--- src/rtl/shift_exec_stage.sv ---
// Two-stage valid/ready execute stage wrapping a 32-bit barrel shifter for SLL/SRL/SRA.
// Stage 1 registers the request; stage 2 holds the sign-fixed result under back-pressure.

module barrel_shifter (
  input  logic [31:0] i_operand,
  input  logic [31:0] i_shift,
  input  logic        i_left_not_right,
  output logic [31:0] o_result
);

  logic [31:0] w_pre;
  logic [31:0] w_s0;
  logic [31:0] w_s1;
  logic [31:0] w_s2;
  logic [31:0] w_s3;
  logic [31:0] w_s4;
  logic [31:0] w_post;

  function automatic logic [31:0] bit_reverse(input logic [31:0] v);
    logic [31:0] r;
    r = 32'h0000_0000;
    for (int k = 0; k < 32; k++) begin
      r[k] = v[31-k];
    end
    return r;
  endfunction

  // Left shifts reuse the right-shift network by mirroring the operand in and out.
  assign w_pre  = i_left_not_right ? bit_reverse(i_operand) : i_operand;
  assign w_s0   = i_shift[0] ? {1'b0,  w_pre[31:1]}  : w_pre;
  assign w_s1   = i_shift[1] ? {2'b0,  w_s0[31:2]}   : w_s0;
  assign w_s2   = i_shift[2] ? {4'b0,  w_s1[31:4]}   : w_s1;
  assign w_s3   = i_shift[3] ? {8'b0,  w_s2[31:8]}   : w_s2;
  assign w_s4   = i_shift[4] ? {16'b0, w_s3[31:16]}  : w_s3;
  assign w_post = i_left_not_right ? bit_reverse(w_s4) : w_s4;

  assign o_result = (|i_shift[31:5]) ? 32'h0000_0000 : w_post;

endmodule

module shift_exec_stage #(
  parameter int TAG_WIDTH = 4,
  parameter int CNT_WIDTH = 16
) (
  input  logic                 CLK,
  input  logic                 RST,
  input  logic                 in_valid,
  output logic                 in_ready,
  input  logic [31:0]          in_operand,
  input  logic [31:0]          in_shift,
  input  logic                 in_lnr,
  input  logic                 in_arith,
  input  logic [TAG_WIDTH-1:0] in_tag,
  output logic                 out_valid,
  input  logic                 out_ready,
  output logic [31:0]          out_result,
  output logic [TAG_WIDTH-1:0] out_tag,
  output logic                 out_zero,
  output logic [CNT_WIDTH-1:0] done_count
);

  logic                 r_s1_valid;
  logic [31:0]          r_s1_operand;
  logic [31:0]          r_s1_shift;
  logic                 r_s1_lnr;
  logic                 r_s1_arith;
  logic [TAG_WIDTH-1:0] r_s1_tag;

  logic                 r_s2_valid;
  logic [31:0]          r_s2_result;
  logic [TAG_WIDTH-1:0] r_s2_tag;
  logic                 r_s2_zero;
  logic [CNT_WIDTH-1:0] r_done_count;

  logic                 w_s2_free;
  logic                 w_s1_adv;
  logic                 w_in_xfer;
  logic                 w_out_xfer;
  logic [31:0]          w_shifted;
  logic [31:0]          w_fill_mask;
  logic [31:0]          w_fixed;

  barrel_shifter u_shifter (
    .i_operand        (r_s1_operand),
    .i_shift          (r_s1_shift),
    .i_left_not_right (r_s1_lnr),
    .o_result         (w_shifted)
  );

  assign w_s2_free  = !r_s2_valid || out_ready;
  assign w_s1_adv   = r_s1_valid && w_s2_free;
  assign in_ready   = !r_s1_valid || w_s1_adv;
  assign w_in_xfer  = in_valid && in_ready;
  assign w_out_xfer = r_s2_valid && out_ready;

  // Sign bits vacated by a right shift; a zero shift yields an empty mask.
  always_comb begin
    w_fill_mask = 32'h0000_0000;
    w_fixed     = w_shifted;
    if (|r_s1_shift[31:5]) begin
      w_fill_mask = 32'hFFFF_FFFF;
    end else begin
      w_fill_mask = ~(32'hFFFF_FFFF >> r_s1_shift[4:0]);
    end
    if (r_s1_arith && !r_s1_lnr && r_s1_operand[31]) begin
      w_fixed = w_shifted | w_fill_mask;
    end else begin
      w_fixed = w_shifted;
    end
  end

  always_ff @(posedge CLK) begin
    if (RST) begin
      r_s1_valid   <= 1'b0;
      r_s1_operand <= 32'h0000_0000;
      r_s1_shift   <= 32'h0000_0000;
      r_s1_lnr     <= 1'b0;
      r_s1_arith   <= 1'b0;
      r_s1_tag     <= '0;
    end else if (w_in_xfer) begin
      r_s1_valid   <= 1'b1;
      r_s1_operand <= in_operand;
      r_s1_shift   <= in_shift;
      r_s1_lnr     <= in_lnr;
      r_s1_arith   <= in_arith;
      r_s1_tag     <= in_tag;
    end else if (w_s1_adv) begin
      r_s1_valid   <= 1'b0;
    end
  end

  always_ff @(posedge CLK) begin
    if (RST) begin
      r_s2_valid  <= 1'b0;
      r_s2_result <= 32'h0000_0000;
      r_s2_tag    <= '0;
      r_s2_zero   <= 1'b1;
    end else if (w_s1_adv) begin
      r_s2_valid  <= 1'b1;
      r_s2_result <= w_fixed;
      r_s2_tag    <= r_s1_tag;
      r_s2_zero   <= (w_fixed == 32'h0000_0000);
    end else if (w_out_xfer) begin
      r_s2_valid  <= 1'b0;
    end
  end

  always_ff @(posedge CLK) begin
    if (RST) begin
      r_done_count <= '0;
    end else if (w_out_xfer) begin
      r_done_count <= r_done_count + CNT_WIDTH'(1);
    end
  end

  assign out_valid  = r_s2_valid;
  assign out_result = r_s2_result;
  assign out_tag    = r_s2_tag;
  assign out_zero   = r_s2_zero;
  assign done_count = r_done_count;

endmodule

--- config.mk ---
export PLATFORM = sky130hd
export DESIGN_NAME = shift_exec_stage
export DESIGN_NICKNAME = d
export VERILOG_FILES = /design/src/rtl/shift_exec_stage.sv
export SDC_FILE = /design/constraint.sdc
export NUM_CORES = 1
export LEC_CHECK = 0
export ABC_AREA = 1
export ABC_CLOCK_PERIOD_IN_PS = 2280
export CAP_MARGIN = 20
export CORE_MARGIN = 10
export CORE_UTILIZATION = 35
export CTS_BUF_LIST = sky130_fd_sc_hd__clkbuf_4 sky130_fd_sc_hd__clkbuf_8 sky130_fd_sc_hd__clkbuf_16
export DETAILED_ROUTE_END_ITERATION = 10
export HOLD_SLACK_MARGIN = 0.12
export SLEW_MARGIN = 25
export SYNTH_ARGS = -nofsm -noshare
export SYNTH_HDL_FRONTEND = slang
export SYNTH_SLANG_ARGS = --single-unit
--- constraint.sdc ---
create_clock -name CLK -period 2.28 [get_ports CLK]
set_clock_uncertainty 0.2 [all_clocks]
set_input_delay 0.456 -clock CLK [delete_from_list [all_inputs] [get_ports CLK]]
set_output_delay 0.456 -clock CLK [all_outputs]
set_load 0.05 [all_outputs]
Word-level counts from Yosys, hierarchy flattened
Cells that the tools add are included.

storage, ports and cells
  output and inout port bits = 55
  register bits = 125
  bits of input ports = 74
  word-level logic and storage cells = 43

operators by class
  reductions and logical operators = 14
  multiplexer cells = 14
  bitwise logic cells = 2
  add/sub/neg operators = 1
  shifts and indexed selects = 1

operator list
  operator                                                             count
  32-bit 2-to-1 mux                                                    10
  32-bit logical NOT                                                   1
  32-bit inverter                                                      1
  32-bit OR                                                            1
  32-bit by 5-bit >> shifter with 32-bit output, first input constant  1
  27-bit OR reduction                                                  1
  16-bit by 1-bit adder with 16-bit output, second input constant      1
  1-bit logical AND                                                    5
  1-bit 2-to-1 mux                                                     4
  2-bit nonzero test                                                   2
  1-bit logical NOT                                                    3
  1-bit logical OR                                                     2

Logic depth before layout (Yosys ltp)
Gate-level depths: netlist (run 1).

  word-level depth = 11
  gate-level depth with buffers = 20
  gate-level depth less buffers = 18

Hierarchy
A second synthesis (run 1) with hierarchy kept.

second synthesis, totals
  cells, all modules = 1265
  area total of the unflattened synthesis = 7925.1 um2

modules (own cells, without submodules)
  module            cells each  instances  area an instance (um2)  sequential area each (um2)
  shift_exec_stage  726         1          5245.0                  2502.4
  barrel_shifter    539         1          2680.1                  0.0

Worst setup path before layout (run 1)
Ideal clock, no wire load.

  path kind = flip-flop to flip-flop
  start = register r_done_count[0], in the netlist done_count[0]
  end = register r_done_count[14], in the netlist done_count[14]
  buffers on the path = 0
  data arrival time = 2163 ps
  stages on the path, launching flop included = 10
  setup slack = -199 ps
  clock period less this slack = 2479 ps
  cells stage by stage = dfxtp_1 -> ha_1 -> nand4_1 -> nor3_1 -> nand2_1 -> nor2_1 -> nand4_1 -> nor3_1 -> nand3_1 -> and3_1

on the way
  longest elaborated chain between the ends = 1

RTL lines
  what                                      line  text
  from (decl)                               73    logic [CNT_WIDTH-1:0] r_done_count;
  from (signal assigned)                    152   r_done_count <= r_done_count + CNT_WIDTH'(1);
  16-bit by 1-bit adder with 16-bit output  152

Every way passes these cells.
A chain may end at the register's enable or synchronous reset.

Final worst setup path (run 1)
  start = register r_s1_shift[13]
  end = register r_s2_zero, in the netlist out_zero

on the way
  longest elaborated chain between the ends = 5
  elaborated cells on any way between the ends = 6
  those cells by class = mux (3); bitwise (1); reduce/logical (2)

RTL lines
  what                                  line     text
  from (decl)                           64       logic [31:0] r_s1_shift;
  from (signal assigned)                123      r_s1_shift <= in_shift;
  27-bit OR reduction *                 37, 100
  32-bit 2-to-1 mux (on tied branches)  37, 100
  32-bit OR                             106      w_fixed = w_shifted | w_fill_mask;
  32-bit 2-to-1 mux *                   105      if (r_s1_arith && !r_s1_lnr && r_s1_operand[31]) begin
  32-bit logical NOT *                  142      r_s2_zero <= (w_fixed == 32'h0000_0000);
  to (signal assigned)                  142
  to (decl)                             72       logic r_s2_zero;

Mark *: on every way between the ends. The rest lies on a longest branch, timed or not.

==> out/qor.yml, run 1 <==
min_path_type: "flip-flop to flip-flop"
grt_pass1_vias: 8719
drv_slew: 0
final_hold_viol_count: 0
start_util_pct: 35.4
violations: "negative setup slack"
rsz0062_at_grt: "yes"
clock_path_buffers: 2
firstDrtPassIters: 5
busiest_layer: "met2"
port_buffers: 128
vias: 8880
via_per_inst: 5.22
avgSynthCellArea_um2: 6.32
status: "complete, but fails checks"
syn_area_um2: 7690
setup_viol: 5
die_w_um: 168
max_cap_violations: 0
synth.ff_latch_count: 125
pre_cts_ws_ns: -0.260
cp_max_fo: 14
arrival_ns: 2.56
drt_iter0_drc: 587
worstMarginPinSlew_ns: 0.666
antenna_cells: 0
grt_pass1_wl_um: 44000
pwr_density_cell_nw_per_um2: 641
setup_tns_ns: -0.174
antenna_found_initial: 0
syn_nets: 1292
yosysWarnings: 0
insertion_delay_ns: 0.43
cts_hold_buf: 0
met2_usage_pct: 31.8
fp.dieArea_um2: 28300
fin_crit_sh_pct: 105
cts_sinks: 125
ios: 129
wl_um: 27300
wire_per_inst_um: 16.1
syn_to_final_growth_pct: 45.8
postSynthCellCount: 1217
setup_slack_ns: -0.103
cts_htree_levels: 4
criticalPathCategory: "flip-flop to flip-flop"
cp-start-kind: "flip-flop"
core_um2: 21800
cts_tree: "yes"
period_minus_slack_ns: 2.38
numCtsBuffers: 17
die_h_um: 168
root_buffer: "clkbuf_16"
ant_nets: 0
holdWs_ns: 0.279
drive_gt1_share_pct: 25.3
hpwl_um: 19800
grt_start_max_net_pins: 60
required_ns: 2.45
clk_pin_slew_worst_paths_ns: 0.07
yosys.cell_types.count: 39
cp-end-kind: "flip-flop"
peakVddDrop_uv: 435
grt_use_total_pct: 18.7
rows: 54
grt_overflow: 0
fmax_ghz: 0.420
fin_nets: 1483
seq_area_frac_synth_pct: 32.5
routabilityCongestion: 0.961
grt_use_met1_pct: 22.2
slew_headroom_pct: 55.2
grt_use_met3_pct: 4.68
drc: 0
leakagePower_nw: 5.13
[cell type report]
type | instances | area [um2]
timing repair buffer | 256 | 2480
clock buffer | 18 | 439
clock inverter | 14 | 148
fill | 2196 | 10500
sequential | 125 | 2510
tap | 280 | 350
multi-input combinational | 936 | 5010
inverter | 72 | 275
[Yosys cell counts, drive strengths merged]
cell type,instances,area share [%]
a21boi,1,0.098
a21o,1,0.098
a21oi,88,6.2
a31oi,2,0.16
a41oi,1,0.11
and3,1,0.081
buf,46,3.6
clkbuf,38,1.9
clkinv,2,0.098
dfxtp,125,33
ha,1,0.16
inv,70,3.4
nand2,263,14
nand3,232,16
nand3b,1,0.098
nand4,13,1.1
nor2,182,9.2
nor3,11,0.72
nor3b,2,0.20
nor4,4,0.57
o211ai,28,2.7
o21a,2,0.20
o21ai,98,6.4
o31ai,4,0.39
xor2,1,0.11
[kinds of logic (layout without fill, tap and decap cells)]
| kind of cell | Yosys count | count (layout) | share of synthesized area, % |
|---|---|---|---|
| and+or+nand+nor | 709 | 709 | 41.9 |
| xor gates and xnor gates | 1 | 1 | 0.114 |
| buffers and inverters | 156 | 360 | 8.96 |
| adders and majority gates | 1 | 1 | 0.163 |
| DFF | 125 | 125 | 32.5 |
| AOI/OAI and AO/OA | 225 | 225 | 16.3 |
[critical path, stage by stage, from the launching register on]
cell and delay (ns):
dfxtp_1 0.32, nor4_2 0.28, nand3_1 0.11, buf_4 0.17
nor2_8 0.15, nand2_4 0.07, nand2_4 0.15, o31ai_1 0.19
a21oi_2 0.17, nand2_1 0.07, nor2_1 0.12, nand2_1 0.11
nor2_1 0.09, nand2_1 0.06, nand2_1 0.05
[state kept, by name (all words and copies together), names as in the netlist]
| register | count |
|---|---|
| out_zero | 1 |
| r_s1_shift | 32 |
| out_valid | 1 |
| out_result | 32 |
| out_tag | 4 |
| r_s1_operand | 32 |
| r_s1_tag | 4 |
| done_count | 16 |
| r_s1_lnr | 1 |
| r_s1_valid | 1 |
| r_s1_arith | 1 |
[cells in the final DEF (no fill, tap or decap), types with 4 or more instances in the layout]
cell,synthesis,routed
dlygate4sd2_1,0,18
nor4_2,3,4
inv_6,0,4
nand3_1,211,151
nor2_1,179,176
nand2_1,245,219
a21oi_2,9,35
o21ai_0,94,93
dfxtp_1,125,120
o31ai_1,4,4
nor3_1,11,8
nand4_1,13,13
o21ai_1,4,4
inv_1,66,64
nand3_2,21,81
a21oi_1,79,53
buf_12,0,20
inv_2,3,4
nand2_2,16,42
o211ai_1,28,28
clkdlybuf4s50_1,0,94
clkbuf_16,0,18
buf_4,3,120
[stage by stage]
stage | utilization, % | cell area [um2] | total power, mW | cells
after detailed placement | 46.1 | 10000 | 4.28 | 1663
after CTS | 50.1 | 10900 | 7.18 | 1700
final | 51.5 | 11200 | 7.19 | 1701
after global placement | 46.1 | 10000 | 4.27 | 1663
after global routing | 51.5 | 11200 | 7.54 | 1701
after floorplan | - | 7700 | 3.58 | 1217
[path summary, 6_finish.rpt]
kind	slack, ns	endpoint	depth (start not counted)	from
max	-0.10	out_zero$_SDFFE_PP1P_	14	r_s1_shift[13]$_SDFFE_PP0P_
min	0.28	r_s1_shift[5]$_SDFFE_PP0P_	2	r_s1_shift[5]$_SDFFE_PP0P_
max reg2reg	-0.10	out_zero$_SDFFE_PP1P_	14	r_s1_shift[13]$_SDFFE_PP0P_
min reg2reg	0.28	r_s1_shift[5]$_SDFFE_PP0P_	2	r_s1_shift[5]$_SDFFE_PP0P_
[per-layer routing]
metal  share of wire, %  up-vias
met1                 42     4062
met2                 48      309
li1                   -     4462
met4                2.2        0
met3                7.2       47
met5                  0        -
[power by group]
part / internal [mW] / switching (mW) / leakage, nW / total (mW)
Clock: 1.57 / 1.21 / 0.280 / 2.78
Sequential: 2.32 / 0.100 / 1.03 / 2.42
Combinational: 0.769 / 1.22 / 3.81 / 1.99
[what timing repair did]
item,in CTS,in global routing
gates resized for setup,73,76
setup endpoints to repair,43,37
setup buffers,3,1
pin swaps,9,23
cloned,2,1
Note: power is estimated with default switching activity, not from simulation.
==> run 2, diff against run 1 <==
--- a/constraint.sdc
+++ b/constraint.sdc
@@ -4,2 +4,2 @@
 set_output_delay 0.456 -clock CLK [all_outputs]
-set_load 0.05 [all_outputs]
+set_load 0.005 [all_outputs]
==> run 2 against run 1 <==
Net effect: the run still ends with negative setup slack left; cell count increased by 0.94%; largest cell class unchanged; design area increased by 2.0%; largest power group unchanged; sequential share of layout area decreased by 0.48 points; count of clock-buffer cells in the layout decreased by 1; hold slack got worse by 0.011 ns; critical path type unchanged; routed wire length decreased by 0.31%; global-route usage decreased by 0.24 points.
==> out/qor.yml, run 2 (synthesis gave the netlist of run 1 again) <==
status: "complete, but fails checks"
violations: "negative setup slack"
cts_tree: "yes"
criticalPathCategory: "flip-flop to flip-flop"
max_cap_violations: 0  # unchanged
antenna_found_initial: 0  # unchanged
fin_cells: 1717  # +0.94%
cts_sinks: 125  # unchanged
swShare_pct: 33.7  # -1.5 points
wl_um: 27200  # -0.31%
core_um2: 21800  # unchanged
drc: 0  # unchanged
slew_headroom_pct: 68.5  # +13 points
worstMarginPinSlew_ns: 0.469  # -0.197 ns
placed_cells: 1673  # +0.60%
required_ns: 2.46  # about the same
p_switching_mw: 2.38  # -5.9%
wire_per_inst_um: 15.9  # -1.2%
period_minus_slack_ns: 2.37  # -0.0160 ns
numCtsBuffers: 17  # unchanged
clock_path_buffers: 2  # unchanged
drv_slew: 0  # unchanged
ios: 129  # unchanged
p_int_mw: 4.68  # +0.49%
setup_tns_ns: -0.298  # -0.125 ns
via_per_inst: 5.18  # -0.81%
leakagePower_nw: 5.10  # -0.53%
final_cell_mix: "nand2_1 (216), nor2_1 (175), nand3_1 (147)"
clockPowerShare_pct: 39.3  # +0.6 points
fin_util_pct: 52.6  # +1.0 points
cts_htree_levels: 4  # unchanged
grt_pass1_wl_um: 43600  # -0.99%
clk_pin_slew_worst_paths_ns: 0.06  # about the same
start_util_pct: 35.4  # unchanged
comb_power_share_pct: 26.3  # -1.3 points
layout_commonest_cell: "nand2_1"
die_w_um: 168  # unchanged
grt_overflow: 0  # unchanged
rows: 54  # unchanged
routabilityCongestion: 0.969  # +0.76%
cp-end-kind: "flip-flop"
pwr_density_cell_nw_per_um2: 618  # -3.7%
port_buffers: 128  # unchanged
power_frac_seq_pct: 34.4  # +0.7 points
rsz0062_at_grt: "yes"
path_delay_family: "simple AND/OR/NAND/NOR gates"
fp.dieArea_um2: 28300  # unchanged
setup_viol: 7  # +2
drt_iter0_drc: 668  # +14%
vias: 8891  # +0.12%
slowest_delay_ns: 0.38  # +0.06 ns
grt_start_max_net_pins: 54  # -10%
setup_slack_ns: -0.0868  # +0.0160 ns
arrival_ns: 2.54  # -0.02 ns
cts_hold_buf: 0  # unchanged
fin_crit_sh_pct: 104  # -0.70 points
insertion_delay_ns: 0.43  # about the same
path_buf_inv: 3  # +2
peakVddDrop_uv: 487  # +12%
drive_gt1_share_pct: 25.8  # +0.48 points
firstDrtPassIters: 5  # unchanged
hpwl_um: 20100  # +1.7%
slowest_stage: "dfxtp_4"
finalPower_mw: 7.06  # -1.8%
grt_pass1_vias: 8671  # -0.55%
final_hold_viol_count: 0  # unchanged
cp_max_fo: 21  # +7
fin_nets: 1499  # +1.1%
syn_to_final_growth_pct: 48.7
crit_cells: 18  # +4
die_h_um: 168  # unchanged
grt_use_total_pct: 18.5  # -0.24 points
worstPathCellList: "inv_4 -> buf_12 -> nand2_2 -> nand3_2 -> nand3_2 -> nand3_2 -> nand3_2 -> nand2_1 -> nand2_1 -> a21oi_1 -> a21oi_2 -> buf_4 -> nand2_1 -> nor2_1 -> nand2_1 -> nor2_1 -> nand2_1 -> nand2_1"
r2r_cells: 18  # +4
num-fill-cells: 2215  # +0.87%
hold_path_depth: 2  # unchanged
cp-start-kind: "flip-flop"
root_buffer: "clkbuf_16"
antenna_cells: 0  # unchanged
fmax_ghz: 0.423  # +0.68%
cp_common_cell: "nand2_1"
ant_nets: 0  # unchanged
min_path_type: "flip-flop to flip-flop"
==> run 2: routing by layer <==
layer  GRT usage, %  up-vias  wire [um]
met4           5.41        0        433
met2           31.0      233      13200
met1           22.4     4125      11800
met5              0        -          0
met3           5.29       29       1780
li1               -     4504          -
==> run 2: worst min-delay path, delay by kind of cell (launching register included) <==
kind,cells,cell delay [ns]
AOI/OAI and AO/OA,1,0.05
buffers and inverters,1,0.06
DFF,1,0.31
==> run 2: worst paths after layout <==
check	end	slack, ns	from
setup / recovery	out_zero$_SDFFE_PP1P_	-0.09	r_s1_lnr$_SDFFE_PP0P_
hold / removal	done_count[15]$_SDFFE_PP0P_	0.27	done_count[15]$_SDFFE_PP0P_
setup reg to reg	out_zero$_SDFFE_PP1P_	-0.09	r_s1_lnr$_SDFFE_PP0P_
hold reg to reg	done_count[15]$_SDFFE_PP0P_	0.27	done_count[15]$_SDFFE_PP0P_
==> run 2: per-stage QoR <==
step                      setup slack, ns  cell area, um2  hold slack [ns]
after floorplan                     0.235            7690            0.229
after global placement             -0.283           10100            0.258
after CTS                         -0.0707           10900            0.271
after detailed placement           -0.326           10100            0.257
final                             -0.0868           11400            0.268
after global routing               -0.282           11400            0.295
==> run 2: timing repair <==
action	4_1_cts	5_1_grt
resized for setup	51	100
hold endpoints to repair	0	0
pin swaps	9	39
endpoints found under the setup margin	19	37
setup buffers	2	8
cloned	1	1
==> run 2: power groups by stage <==
stage	clock [mW]	combinational [mW]	sequential, mW
2_1_floorplan	0	0.973	2.44
3_3_place_gp	0	1.66	2.46
3_5_place_dp	0	1.68	2.47
4_1_cts	2.85	1.75	2.42
5_1_grt	2.94	2.05	2.45
6_report	2.78	1.86	2.43
==> run 2: area by class of cell <==
cell class                 count  area [um2]  area share, %
clock buffer                  17         425           3.72
clock inverter                15         174           1.52
inverter                      72         275           2.41
multi-input combinational    936        5100           44.6
sequential                   125        2510           21.9
tap                          280         350           3.06
timing repair buffer         272        2610           22.8
